### config.mk
export PLATFORM = sky130hd
export DESIGN_NAME = pipe_hazard_ctrl
export DESIGN_NICKNAME = d
export VERILOG_FILES = /design/src/rtl/pipe_hazard_ctrl.sv
export SDC_FILE = /design/constraint.sdc
export NUM_CORES = 1
export LEC_CHECK = 0
export BUFFER_PORTS_ARGS = -buffer_cell sky130_fd_sc_hd__buf_4
export CORE_MARGIN = 2
export CORE_UTILIZATION = 35
export DETAILED_ROUTE_END_ITERATION = 7
export PLACE_DENSITY = 0.55
export SLEW_MARGIN = 20
export SYNTH_ARGS = -nofsm -noshare
export SYNTH_HDL_FRONTEND = slang
export SYNTH_SLANG_ARGS = --single-unit
### constraint.sdc
create_clock -name clk -period 2.1 [get_ports clk]
set_input_delay 0.105 -clock clk [delete_from_list [all_inputs] [get_ports clk]]
set_output_delay 0.105 -clock clk [all_outputs]
set_load 0.1 [all_outputs]
### src/rtl/pipe_hazard_ctrl.sv
// Stall/flush/forward sequencer for the 5-stage pipe; all control outputs are combinational from state + stage info.
// Memory wait outranks branch flush, which outranks RAW stalls; counters and the timeout flag are registered.
module pipe_hazard_ctrl #(
  parameter int ADDR_W      = 4,
  parameter int BR_PENALTY  = 1,
  parameter int MEM_TIMEOUT = 255,
  parameter int R0_ZERO     = 1
) (
  input  logic              clk,
  input  logic              rst,
  input  logic              forward_EN,
  input  logic [ADDR_W-1:0] src1,
  input  logic [ADDR_W-1:0] src2,
  input  logic              two_src,
  input  logic [ADDR_W-1:0] dest_EXE,
  input  logic              WB_EN_EXE,
  input  logic              MEM_R_EN_EXE,
  input  logic [ADDR_W-1:0] dest_MEM,
  input  logic              WB_EN_MEM,
  input  logic              brTaken,
  input  logic              mem_req,
  input  logic              mem_busy,
  output logic              freeze_PC,
  output logic              freeze_IF_ID,
  output logic              flush_IF_ID,
  output logic              bubble_ID_EXE,
  output logic              freeze_EXE_MEM,
  output logic              bubble_MEM_WB,
  output logic              hazard_detected,
  output logic [1:0]        sel_src1,
  output logic [1:0]        sel_src2,
  output logic [15:0]       stall_count,
  output logic              mem_timeout
);

  localparam int TW = (MEM_TIMEOUT < 2) ? 1 : $clog2(MEM_TIMEOUT + 1);
  localparam logic [2:0]    FLUSH_LOAD = 3'(BR_PENALTY - 1);
  localparam logic [TW-1:0] TMO_LIMIT  = TW'(MEM_TIMEOUT);

  typedef enum logic [1:0] {RUN, FLUSH, MEM_WAIT} state_t;

  state_t          state_q, state_d, pend_q, pend_d, eff_state;
  logic [2:0]      fcnt_q, fcnt_d;
  logic [TW-1:0]   tmo_cnt_q, tmo_cnt_d;
  logic            mem_timeout_q, mem_timeout_d;
  logic [15:0]     stall_q, stall_d;

  logic            m1e, m2e, m1m, m2m, raw;
  logic            mem_wait, flushing, hazard;
  logic [1:0]      sel1, sel2;

  function automatic logic match(input logic [ADDR_W-1:0] a,
                                 input logic [ADDR_W-1:0] d,
                                 input logic              en);
    return en && (a == d) && !((R0_ZERO != 0) && (a == '0));
  endfunction

  function automatic logic [1:0] fwd_sel(input logic exe_hit, input logic mem_hit,
                                         input logic exe_load);
    if (exe_hit && !exe_load) return 2'b01;
    if (mem_hit)              return 2'b10;
    return 2'b00;
  endfunction

  always_comb begin
    m1e = match(src1, dest_EXE, WB_EN_EXE);
    m1m = match(src1, dest_MEM, WB_EN_MEM);
    m2e = two_src && match(src2, dest_EXE, WB_EN_EXE);
    m2m = two_src && match(src2, dest_MEM, WB_EN_MEM);

    if (forward_EN) begin
      raw  = MEM_R_EN_EXE && (m1e || m2e);
      sel1 = fwd_sel(m1e, m1m, MEM_R_EN_EXE);
      sel2 = fwd_sel(m2e, m2m, MEM_R_EN_EXE);
    end else begin
      raw  = m1e || m1m || m2e || m2m;
      sel1 = 2'b00;
      sel2 = 2'b00;
    end
  end

  // MEM_WAIT only marks the freeze; once memory is ready the pipe behaves as the state it interrupted.
  always_comb begin
    mem_wait  = mem_req && mem_busy;
    eff_state = (state_q == MEM_WAIT) ? pend_q : state_q;
    flushing  = !mem_wait && (brTaken || (eff_state == FLUSH));
    // The ID instruction is being squashed while flushing, so a RAW on it is moot.
    hazard    = !mem_wait && !flushing && raw;
  end

  always_comb begin
    state_d       = eff_state;
    pend_d        = pend_q;
    fcnt_d        = fcnt_q;
    tmo_cnt_d     = '0;
    mem_timeout_d = mem_timeout_q;

    if (mem_wait) begin
      state_d   = MEM_WAIT;
      pend_d    = eff_state;
      tmo_cnt_d = (tmo_cnt_q == TMO_LIMIT) ? tmo_cnt_q : tmo_cnt_q + TW'(1);
      if (tmo_cnt_d == TMO_LIMIT) mem_timeout_d = 1'b1;
    end else if (brTaken) begin
      fcnt_d  = FLUSH_LOAD;
      state_d = (BR_PENALTY > 1) ? FLUSH : RUN;
    end else if (eff_state == FLUSH) begin
      fcnt_d  = fcnt_q - 3'd1;
      state_d = (fcnt_q == 3'd1) ? RUN : FLUSH;
    end else begin
      state_d = RUN;
    end

    stall_d = stall_q;
    if ((mem_wait || hazard) && (stall_q != 16'hFFFF)) stall_d = stall_q + 16'd1;
  end

  always_ff @(posedge clk or posedge rst) begin
    if (rst) begin
      state_q       <= RUN;
      pend_q        <= RUN;
      fcnt_q        <= '0;
      tmo_cnt_q     <= '0;
      mem_timeout_q <= 1'b0;
      stall_q       <= '0;
    end else begin
      state_q       <= state_d;
      pend_q        <= pend_d;
      fcnt_q        <= fcnt_d;
      tmo_cnt_q     <= tmo_cnt_d;
      mem_timeout_q <= mem_timeout_d;
      stall_q       <= stall_d;
    end
  end

  assign freeze_PC       = !rst && (mem_wait || hazard);
  assign freeze_IF_ID    = !rst && (mem_wait || hazard);
  assign flush_IF_ID     = !rst && flushing;
  assign bubble_ID_EXE   = !rst && hazard;
  assign freeze_EXE_MEM  = !rst && mem_wait;
  assign bubble_MEM_WB   = !rst && mem_wait;
  assign hazard_detected = !rst && hazard;
  assign sel_src1        = rst ? 2'b00 : sel1;
  assign sel_src2        = rst ? 2'b00 : sel2;
  assign stall_count     = stall_q;
  assign mem_timeout     = mem_timeout_q;

endmodule

==> run_results.csv, run 1 <==
group,metric,value,unit
yosys,synth.largest_area_cell,"dfrtp_1",
pwr,swShare,42.2,%
clock_tree,clockBufferDepth,2,
yosys,syn_inst,207,
timing,clock-skew-final,0.00707,ns
finish,antenna_cells,0,
critical_path,r2r_cells,7,
critical_path,crit_arrival,1.86,ns
timing,worst_slew_pin_slew,0.619,ns
floorplanning,die_w,78.2,µm
floorplanning,ioPinCount,54,
global_routing,grt-ovfl-total,0,
pwr,switching_power,918,µW
timing,relSlewSlack,58.3,%
routing,wl_per_cell,13.1,µm
hold_path,hold_path_startpoint,"brTaken",
pwr,intPower,1260,µW
critical_path,worstPathRequired,2.00,ns
finish,drive_gt1_share,38.6,%
routing,wl_met2,2.07,mm
timing,hold_viol_final,0,
timing,rsz0062_at_grt,"no",
floorplanning,die_h,78.2,µm
hold_path,hold_depth,4,
timing,setup_viol,0,
flow_run,maxCapViolCount,0,
place,dp_hpwl,3.42,mm
critical_path,critPathLaunchType,"flop",
hold_path,hold_path_end,"fcnt_q[2]",
routing,finalWirelength,4.58,mm
yosys,avgSynthCellArea,9.31,µm²
finish,fin_nets,306,
timing,period_needed,1.97,ns
routing,drc,0,
clock_tree,clk_pin_slew,0.07,ns
place,dp.cells,337,
yosys,synth_nets,237,
timing,drv_slew,0,
clock_tree,tritoncts,"done",
pwr,powerDensity,803,nW/µm²
global_routing,antenna_found_initial,0,
routing,dr.first_iter.drc_count,54,
routing,ant_nets,0,
critical_path,path_max_fanout,5,
clock_tree,cts_htree_levels,2,
yosys,synthTopCellsByArea,"dfrtp_1 (42%), xnor2_1 (7.7%), and3_1 (6.2%)",
critical_path,ff2ff_setup_slack,0.14,ns
routing,wl_met3,203,µm
pwr,p_comb_share,37.1,%
global_routing,grt_pass1_vias,1661,
finish,layout_commonest_cell,"buf_4",
clock_tree,insertion_delay,0.29,ns
floorplanning,die_area,6110,µm²
critical_path,critPathKind,"flop to primary output",
finish,final_cell_mix,"buf_4 (66), dfrtp_1 (20), and3_1 (19)",
place,place.gp.congestion,0.832,
clock_tree,numCtsBuffers,5,
routing,vias_per_cell,4.92,
routing,routed.top_layer,"met4",
pwr,leakage,0.00124,µW
run_status,status,"finished, final reports clean",
yosys,synth_seq_cells,32,
routing,num_vias,1716,
finish,final_util,50.1,%
finish,instances_no_fill,349,
critical_path,crit_path_end_kind,"primary output",
finish,syn2layout_area_growth,40.6,%
clock_tree,clockRootBuffer,"clkbuf_8",
finish,n_fill_cell,526,
timing,fmax,0.508,GHz
floorplanning,initial_core_util,35.6,%
yosys,yosysSeqAreaShare,41.6,%
clock_tree,clock_sinks,32,
global_routing,grt_usage,15.9,%
routing,dr.pass1.iters,4,
hold_path,hold_class,"input pin to flop",
timing,fin_crit_sh,93.7,%
pwr,vdd_drop_max,891,µV
critical_path,worstReg2RegStart,"stall_count[0]",
yosys,syn_area,1930,µm²
critical_path,r2r-end,"stall_count[8]",
yosys,netlist.area_leader.share,41.6,%
pwr,p_clk_share,27.5,%
place,numPortBuffers,53,
pwr,power_frac_seq,35.4,%
yosys,ys_types,36,
floorplanning,rows,27,
global_routing,grt_pass1_wl,7.76,mm
global_routing,grt_max_degree,34,
floorplanning,core-area,5410,µm²
yosys,ys_warn_count,0,
routing,wl_met1,2.27,mm
==> synthesized netlist by cell type <==
cell and number:
nor4_1 3, o211a_1 1, nor2_1 15, clkbuf_2 1
and3_1 19, o211ai_4 1, xnor2_1 17, ha_1 4
o2111ai_1 2, a31o_2 1, and2_1 4, a31oi_1 3
o21ai_0 12, nand4b_1 1, mux2_2 5, o31ai_1 1
nand3_2 1, a22o_1 1, nand4bb_1 1, nor3_1 10
nand3_1 17, and2_4 1, clkbuf_1 1, mux2i_1 1
nand2_1 9, a211oi_1 1, buf_1 1, a21oi_1 7
dfrtp_1 32, nand2b_1 3, buf_4 4, inv_1 10
nand4_1 4, a41o_1 1, xor2_1 11, o41ai_1 1
==> through the flow <==
step | hold WS [ns] | total power (µW) | TNS, ns | setup slack, ns | cell area (µm²)
after detailed placement | 0.306 | 1580 | 0 | 0.123 | 2540
after global placement | 0.305 | 1580 | 0 | 0.123 | 2540
after global routing | 0.176 | 2280 | 0 | 0.0110 | 2710
after CTS | 0.168 | 2200 | -0.00564 | -0.00294 | 2680
final | 0.170 | 2180 | 0 | 0.132 | 2710
after floorplan | 0.0412 | 1370 | -0.651 | -0.556 | 2010
==> state kept, by name, indices dropped and copies added, names as in the netlist <==
register     cells
stall_count     16
tmo_cnt_q        8
fcnt_q           3
pend_q           2
state_q          2
mem_timeout      1
==> critical path, stage by stage, from the launching register on <==
cell,delay [ns]
dfrtp_1,0.42
nand4bb_1,0.15
o211a_4,0.21
nand2b_1,0.06
a41o_1,0.23
o211ai_4,0.11
and2_4,0.20
buf_8,0.20
==> cell families (layout without fill, tap and decap cells) <==
family / count (synthesis) / in the layout / share of synthesized area [%]
buffers and inverters: 17 / 87 / 4.16
xor gates and xnor gates: 28 / 28 / 12.7
AOI/OAI and AO/OA: 32 / 32 / 11.1
muxes: 6 / 6 / 3.44
and+or+nand+nor: 88 / 88 / 24.4
adders and majority gates: 4 / 4 / 2.60
DFF: 32 / 32 / 41.6
==> worst max path at each step <==
stage / startpoint / end
global route: dest_EXE[3] / hazard_detected
finish: state_q[1] / freeze_IF_ID
floorplan: dest_EXE[3] / hazard_detected
detailed placement: dest_EXE[3] / freeze_IF_ID
global placement: dest_EXE[3] / freeze_PC
CTS: state_q[1] / freeze_IF_ID
==> per-layer routing <==
metal  vias to the layer above  GRT usage, %
met4                         0          5.96
li1                        872             -
met5                         -             0
met2                        30          23.7
met1                       810          22.3
met3                         4          4.02
==> power groups by stage <==
| stage | Sequential [µW] | Clock (µW) | Combinational (µW) |
|---|---|---|---|
| final | 770 | 598 | 808 |
| after global routing | 785 | 644 | 849 |
| after CTS | 771 | 623 | 806 |
| after detailed placement | 783 | 0 | 797 |
| after global placement | 781 | 0 | 801 |
| after floorplan | 1170 | 0 | 200 |
==> cell type report <==
| type | instances | area (µm²) | area share, % |
|---|---|---|---|
| Multi-Input combinational cell | 158 | 1110 | 41.0 |
| Clock inverter | 3 | 42.5 | 1.57 |
| Tap cell | 72 | 90.1 | 3.32 |
| Timing Repair Buffer | 69 | 536 | 19.8 |
| Clock buffer | 5 | 68.8 | 2.54 |
| Inverter | 10 | 41.3 | 1.52 |
| Sequential cell | 32 | 821 | 30.3 |
==> timing repair <==
| item | in CTS | in global routing |
|---|---|---|
| setup endpoints to repair | 2 | 2 |
| endpoints found under the hold margin | 32 | 0 |
| setup buffers | 0 | 3 |
| gates resized for setup | 3 | 2 |
| hold buffers | 1 | 0 |
Power figures use the tool's default switching activity.
==> inputs of run 2 (changes only) <==
--- a/config.mk
+++ b/config.mk
@@ -5,11 +5,12 @@
 export SDC_FILE = /design/constraint.sdc
 export NUM_CORES = 1
 export LEC_CHECK = 0
-export BUFFER_PORTS_ARGS = -buffer_cell sky130_fd_sc_hd__buf_4
+export BUFFER_PORTS_ARGS = -buffer_cell sky130_fd_sc_hd__buf_2
 export CORE_MARGIN = 2
 export CORE_UTILIZATION = 35
 export DETAILED_ROUTE_END_ITERATION = 7
-export PLACE_DENSITY = 0.55
+export PLACE_DENSITY = 0.68
+export SETUP_SLACK_MARGIN = 0.2
 export SLEW_MARGIN = 20
 export SYNTH_ARGS = -nofsm -noshare
 export SYNTH_HDL_FRONTEND = slang
==> run_results.csv, run 2 (same netlist as run 1, synthesis figures left out) <==
group,metric,value,unit
pwr,power.total,2090,µW
timing,clock-skew-final,0.00994,ns
finish,syn2layout_area_growth,40.5,%
finish,largest_reg_flops,16,
global_routing,grt_pass1_vias,1795,
pwr,powerDensity,774,nW/µm²
floorplanning,ioPinCount,54,
timing,hold_viol_final,0,
clock_tree,cts_htree_levels,2,
timing,relSlewSlack,66.9,%
global_routing,grt-ovfl-total,0,
critical_path,worstPathRequired,2.00,ns
timing,fin_crit_sh,92.2,%
clock_tree,tritoncts,"done",
routing,vias_per_cell,5.09,
run_status,status,"finished, final reports clean",
critical_path,crit_arrival,1.83,ns
timing,hold_slack,0.0211,ns
clock_tree,insertion_delay,0.28,ns
finish,final_cell_mix,"buf_2 (48), dfrtp_1 (18), buf_4 (18)",
place,numPortBuffers,53,
clock_tree,clockBufferDepth,2,
clock_tree,numCtsBuffers,5,
clock_tree,clockRootBuffer,"clkbuf_8",
floorplanning,die_area,6110,µm²
timing,worst_slew_pin_slew,0.500,ns
finish,antenna_cells,0,
timing,rsz0062_at_grt,"yes",
timing,drv_slew,0,
pwr,leakage,0.00123,µW
timing,period_needed,1.94,ns
routing,wl_per_cell,13.3,µm
routing,drc,0,
critical_path,crit_path_end_kind,"primary output",
global_routing,antenna_found_initial,0,
routing,num_vias,1791,
routing,finalWirelength,4.67,mm
global_routing,grt_pass1_wl,8.04,mm
routing,dr.first_iter.drc_count,44,
clock_tree,clk_pin_slew,0.07,ns
critical_path,critPathKind,"flop to primary output",
critical_path,critPathLaunchType,"flop",
hold_path,hold_class,"input pin to asynchronous set/reset pin",
finish,final_util,50.1,%
global_routing,grt_usage,16.3,%
finish,drive_gt1_share,42.9,%
timing,setup_viol,0,
clock_tree,clock_sinks,32,
pwr,vdd_drop_max,498,µV
flow_run,maxCapViolCount,0,
global_routing,grt_max_degree,34,
routing,ant_nets,0,
critical_path,path_max_fanout,3,
routing,dr.pass1.iters,4,
finish,fin_nets,309,
place,place.gp.congestion,0.954,
floorplanning,core-area,5410,µm²
floorplanning,die_w,78.2,µm
finish,layout_commonest_cell,"buf_2",
timing,fmax,0.517,GHz
finish,n_fill_cell,529,
floorplanning,initial_core_util,35.6,%
clock_tree,hold_buffers,0,
place,dp_hpwl,3.37,mm
floorplanning,rows,27,
floorplanning,die_h,78.2,µm
## run 2: cell types whose count changed in the layout (fill, tap and decap cells not counted), moves of 2 or more
| cell | previous run | this run |
|---|---|---|
| dfrtp_1 | 20 | 18 |
| dfrtp_4 | 2 | 5 |
| and3_1 | 19 | 15 |
| clkbuf_8 | 5 | 7 |
| buf_2 | 0 | 48 |
| buf_4 | 66 | 18 |
| buf_8 | 2 | 0 |
| and3_4 | 0 | 4 |
| buf_12 | 0 | 4 |
## run 2: where the power goes
part,switching [µW],internal (µW)
Clock,225,299
Combinational,603,186
Sequential,79.0,702
## run 2: layout make-up
type | instances | area [µm²] | share of cell area (%)
Clock buffer | 8 | 100 | 3.70
Tap cell | 72 | 90.1 | 3.33
Inverter | 10 | 41.3 | 1.52
Timing Repair Buffer | 72 | 474 | 17.5
Multi-Input combinational cell | 158 | 1170 | 43.3
Sequential cell | 32 | 831 | 30.7
## run 2: through the flow
step,cell area [µm²],instances,worst slack [ns],TNS (ns)
final,2710,352,0.165,0
after global routing,2710,352,0.123,0
after CTS,2640,348,0.208,0
after detailed placement,2490,335,0.130,0
after global placement,2490,335,0.140,0
after floorplan,2070,207,-0.496,-0.650
## run 2: path summary, 6_finish.rpt
check,startpoint,end,slack (ns),cells past startpoint
hold reg to reg,stall_count[11],stall_count[11],0.48,1
setup / recovery,state_q[1],freeze_IF_ID,0.16,7
min in group clk,brTaken,fcnt_q[2],0.17,4
setup reg to reg,state_q[1],stall_count[8],0.18,8
hold / removal,rst,fcnt_q[0],0.02,3
max in group asynchronous,rst,stall_count[5],1.73,3
## run 2: critical path: stages, from the launching register on
cell	delay [ns]
dfrtp_1	0.45
buf_6	0.14
o211a_4	0.16
nand2b_1	0.06
a41o_1	0.24
o211ai_4	0.11
and2_4	0.21
buf_12	0.17
## run 2: layer usage
| metal | vias to the layer above | track usage, % | wire, µm |
|---|---|---|---|
| met5 | - | 0 | 0 |
| met3 | 9 | 3.45 | 142 |
| met2 | 30 | 27.6 | 2290 |
| li1 | 878 | - | - |
| met4 | 0 | 6.32 | 82 |
| met1 | 874 | 20.3 | 2150 |
## run 2: repair_timing
item	4_1_cts	5_1_grt
resized for setup	1	7
pin swaps	1	2
buffers inserted	5	4
setup endpoints to repair	5	15
==> inputs of run 3 (changes only) <==
--- a/config.mk
+++ b/config.mk
@@ -6,6 +6,7 @@
 export NUM_CORES = 1
 export LEC_CHECK = 0
 export BUFFER_PORTS_ARGS = -buffer_cell sky130_fd_sc_hd__buf_2
+export CORE_ASPECT_RATIO = 1.75
 export CORE_MARGIN = 2
 export CORE_UTILIZATION = 35
 export DETAILED_ROUTE_END_ITERATION = 7
==> run_results.csv, run 3 (same netlist as run 1, synthesis figures left out) <==
group,metric,value,unit
global_routing,grt-ovfl-total,0,
global_routing,met1_usage,17.9,%
clock_tree,cts_htree_levels,2,
pwr,powerDensity,741,nW/µm²
floorplanning,die_area,6140,µm²
clock_tree,insertion_delay,0.28,ns
critical_path,crit_arrival,1.81,ns
timing,fmax,0.523,GHz
routing,vias_per_cell,5.25,
clock_tree,numCtsBuffers,5,
routing,drc,0,
global_routing,grt_pass1_vias,1865,
place,dp_hpwl,3.53,mm
clock_tree,hold_buffers,0,
global_routing,grt_usage,17.4,%
floorplanning,rows,35,
routing,num_vias,1889,
timing,hold_slack,0.0177,ns
critical_path,slowest_delay,0.42,ns
timing,period_needed,1.91,ns
critical_path,crit_chain,"buf_6, o211a_4, nand2b_4, a41o_1, o211ai_4, and2_4, buf_12",
pwr,leakage,0.00128,µW
floorplanning,ioPinCount,54,
flow_run,maxCapViolCount,0,
routing,dr.first_iter.drc_count,75,
clock_tree,clockRootBuffer,"clkbuf_8",
run_status,status,"finished, final reports clean",
place,place.gp.congestion,0.830,
critical_path,path_max_fanout,4,
finish,final_util,53.8,%
critical_path,critPathKind,"flop to primary output",
global_routing,grtUsageMet2,32.3,%
finish,drive_gt1_share,46.2,%
global_routing,grt_pass1_wl,8.18,mm
pwr,power.total,2110,µW
clock_tree,clk_pin_slew,0.07,ns
timing,relSlewSlack,67.2,%
global_routing,grt_max_degree,34,
global_routing,grt_use_met3,4.43,%
floorplanning,initial_core_util,36.4,%
critical_path,cpMaxStageDelayCell,"dfrtp_1",
timing,rsz0062_at_grt,"yes",
critical_path,cp_top_family,"compound AO/OA/AOI/OAI gates",
clock_tree,clockBufferDepth,2,
critical_path,critPathLaunchType,"flop",
critical_path,crit_path_end_kind,"primary output",
finish,syn2layout_area_growth,48.0,%
global_routing,antenna_found_initial,0,
global_routing,grt_busiest_layer,"met2",
timing,setup_viol,0,
finish,largest_reg_flops,16,
floorplanning,die_w,60.1,µm
finish,fin_nets,315,
finish,antenna_cells,0,
finish,final_cell_mix,"buf_2 (43), buf_4 (22), xnor2_1 (17), nand3_1 (17), dfrtp_1 (17)",
routing,dr.pass1.iters,4,
place,numPortBuffers,53,
timing,hold_viol_final,0,
clock_tree,clock_sinks,32,
routing,wl_per_cell,14.2,µm
routing,finalWirelength,5.11,mm
timing,fin_crit_sh,91.0,%
clock_tree,tritoncts,"done",
hold_path,hold_class,"input pin to asynchronous set/reset pin",
critical_path,worstPathRequired,2.00,ns
critical_path,cp.buffers_inverters,2,
timing,drv_slew,0,
floorplanning,die_h,102,µm
finish,layout_commonest_cell,"buf_2",
timing,worst_slew_pin_slew,0.496,ns
timing,clock-skew-final,0.00714,ns
routing,ant_nets,0,
floorplanning,core-area,5300,µm²
pwr,vdd_drop_max,402,µV
[run 3: power by group]
part           switching (µW)  internal [µW]  total [µW]
registers                78.6            702         781
logic                     609            204         812
clock network             221            299         520
total                     909           1200        2110
[run 3: worst register-to-register path, stage by stage (launching register included)]
cell and delay (ns):
dfrtp_1 0.42, buf_6 0.14, o211a_4 0.27, nand2b_4 0.07, a41o_1 0.14, o211ai_4 0.11, buf_6 0.17, nand2_1 0.10
mux2_2 0.33
[run 3: timing repair]
action / CTS / global route
buffers inserted: 7 / 10
cloned: 0 / 0
hold endpoints to repair: 0 / 0
gates resized for setup: 8 / 28
pin swaps: 3 / 10
setup endpoints to repair: 8 / 16
[run 3: worst paths after layout]
path,slack [ns],depth (start not counted),from,endpoint
max reg2reg,0.23,8,state_q[1],stall_count[1]
max in group asynchronous,1.75,3,rst,stall_count[1]
min in group clk,0.20,4,brTaken,state_q[0]
min,0.02,3,rst,pend_q[0]
max,0.19,7,state_q[1],freeze_IF_ID
min reg2reg,0.47,1,stall_count[11],stall_count[11]
[run 3: cell type report]
cell class | count | area, µm²
Clock buffer | 8 | 100
Fill cell | 476 | 2450
Inverter | 10 | 41.3
Multi-Input combinational cell | 158 | 1220
Sequential cell | 32 | 832
Tap cell | 74 | 92.6
Timing Repair Buffer | 78 | 569
[run 3: per-stage QoR]
stage | setup slack, ns | TNS (ns) | cell area [µm²] | cells
after detailed placement | -0.0554 | -0.193 | 2480 | 335
final | 0.189 | 0 | 2850 | 360
after floorplan | -0.496 | -0.650 | 2070 | 207
after CTS | 0.190 | 0 | 2680 | 350
after global routing | 0.123 | 0 | 2850 | 360
after global placement | 0.0127 | 0 | 2480 | 335
[run 3: metal layers]
layer / up-vias / routed length [µm]
li1: 889 / -
met1: 916 / 1800
met2: 73 / 2890
met3: 11 / 274
met4: 0 / 150
met5: - / 0
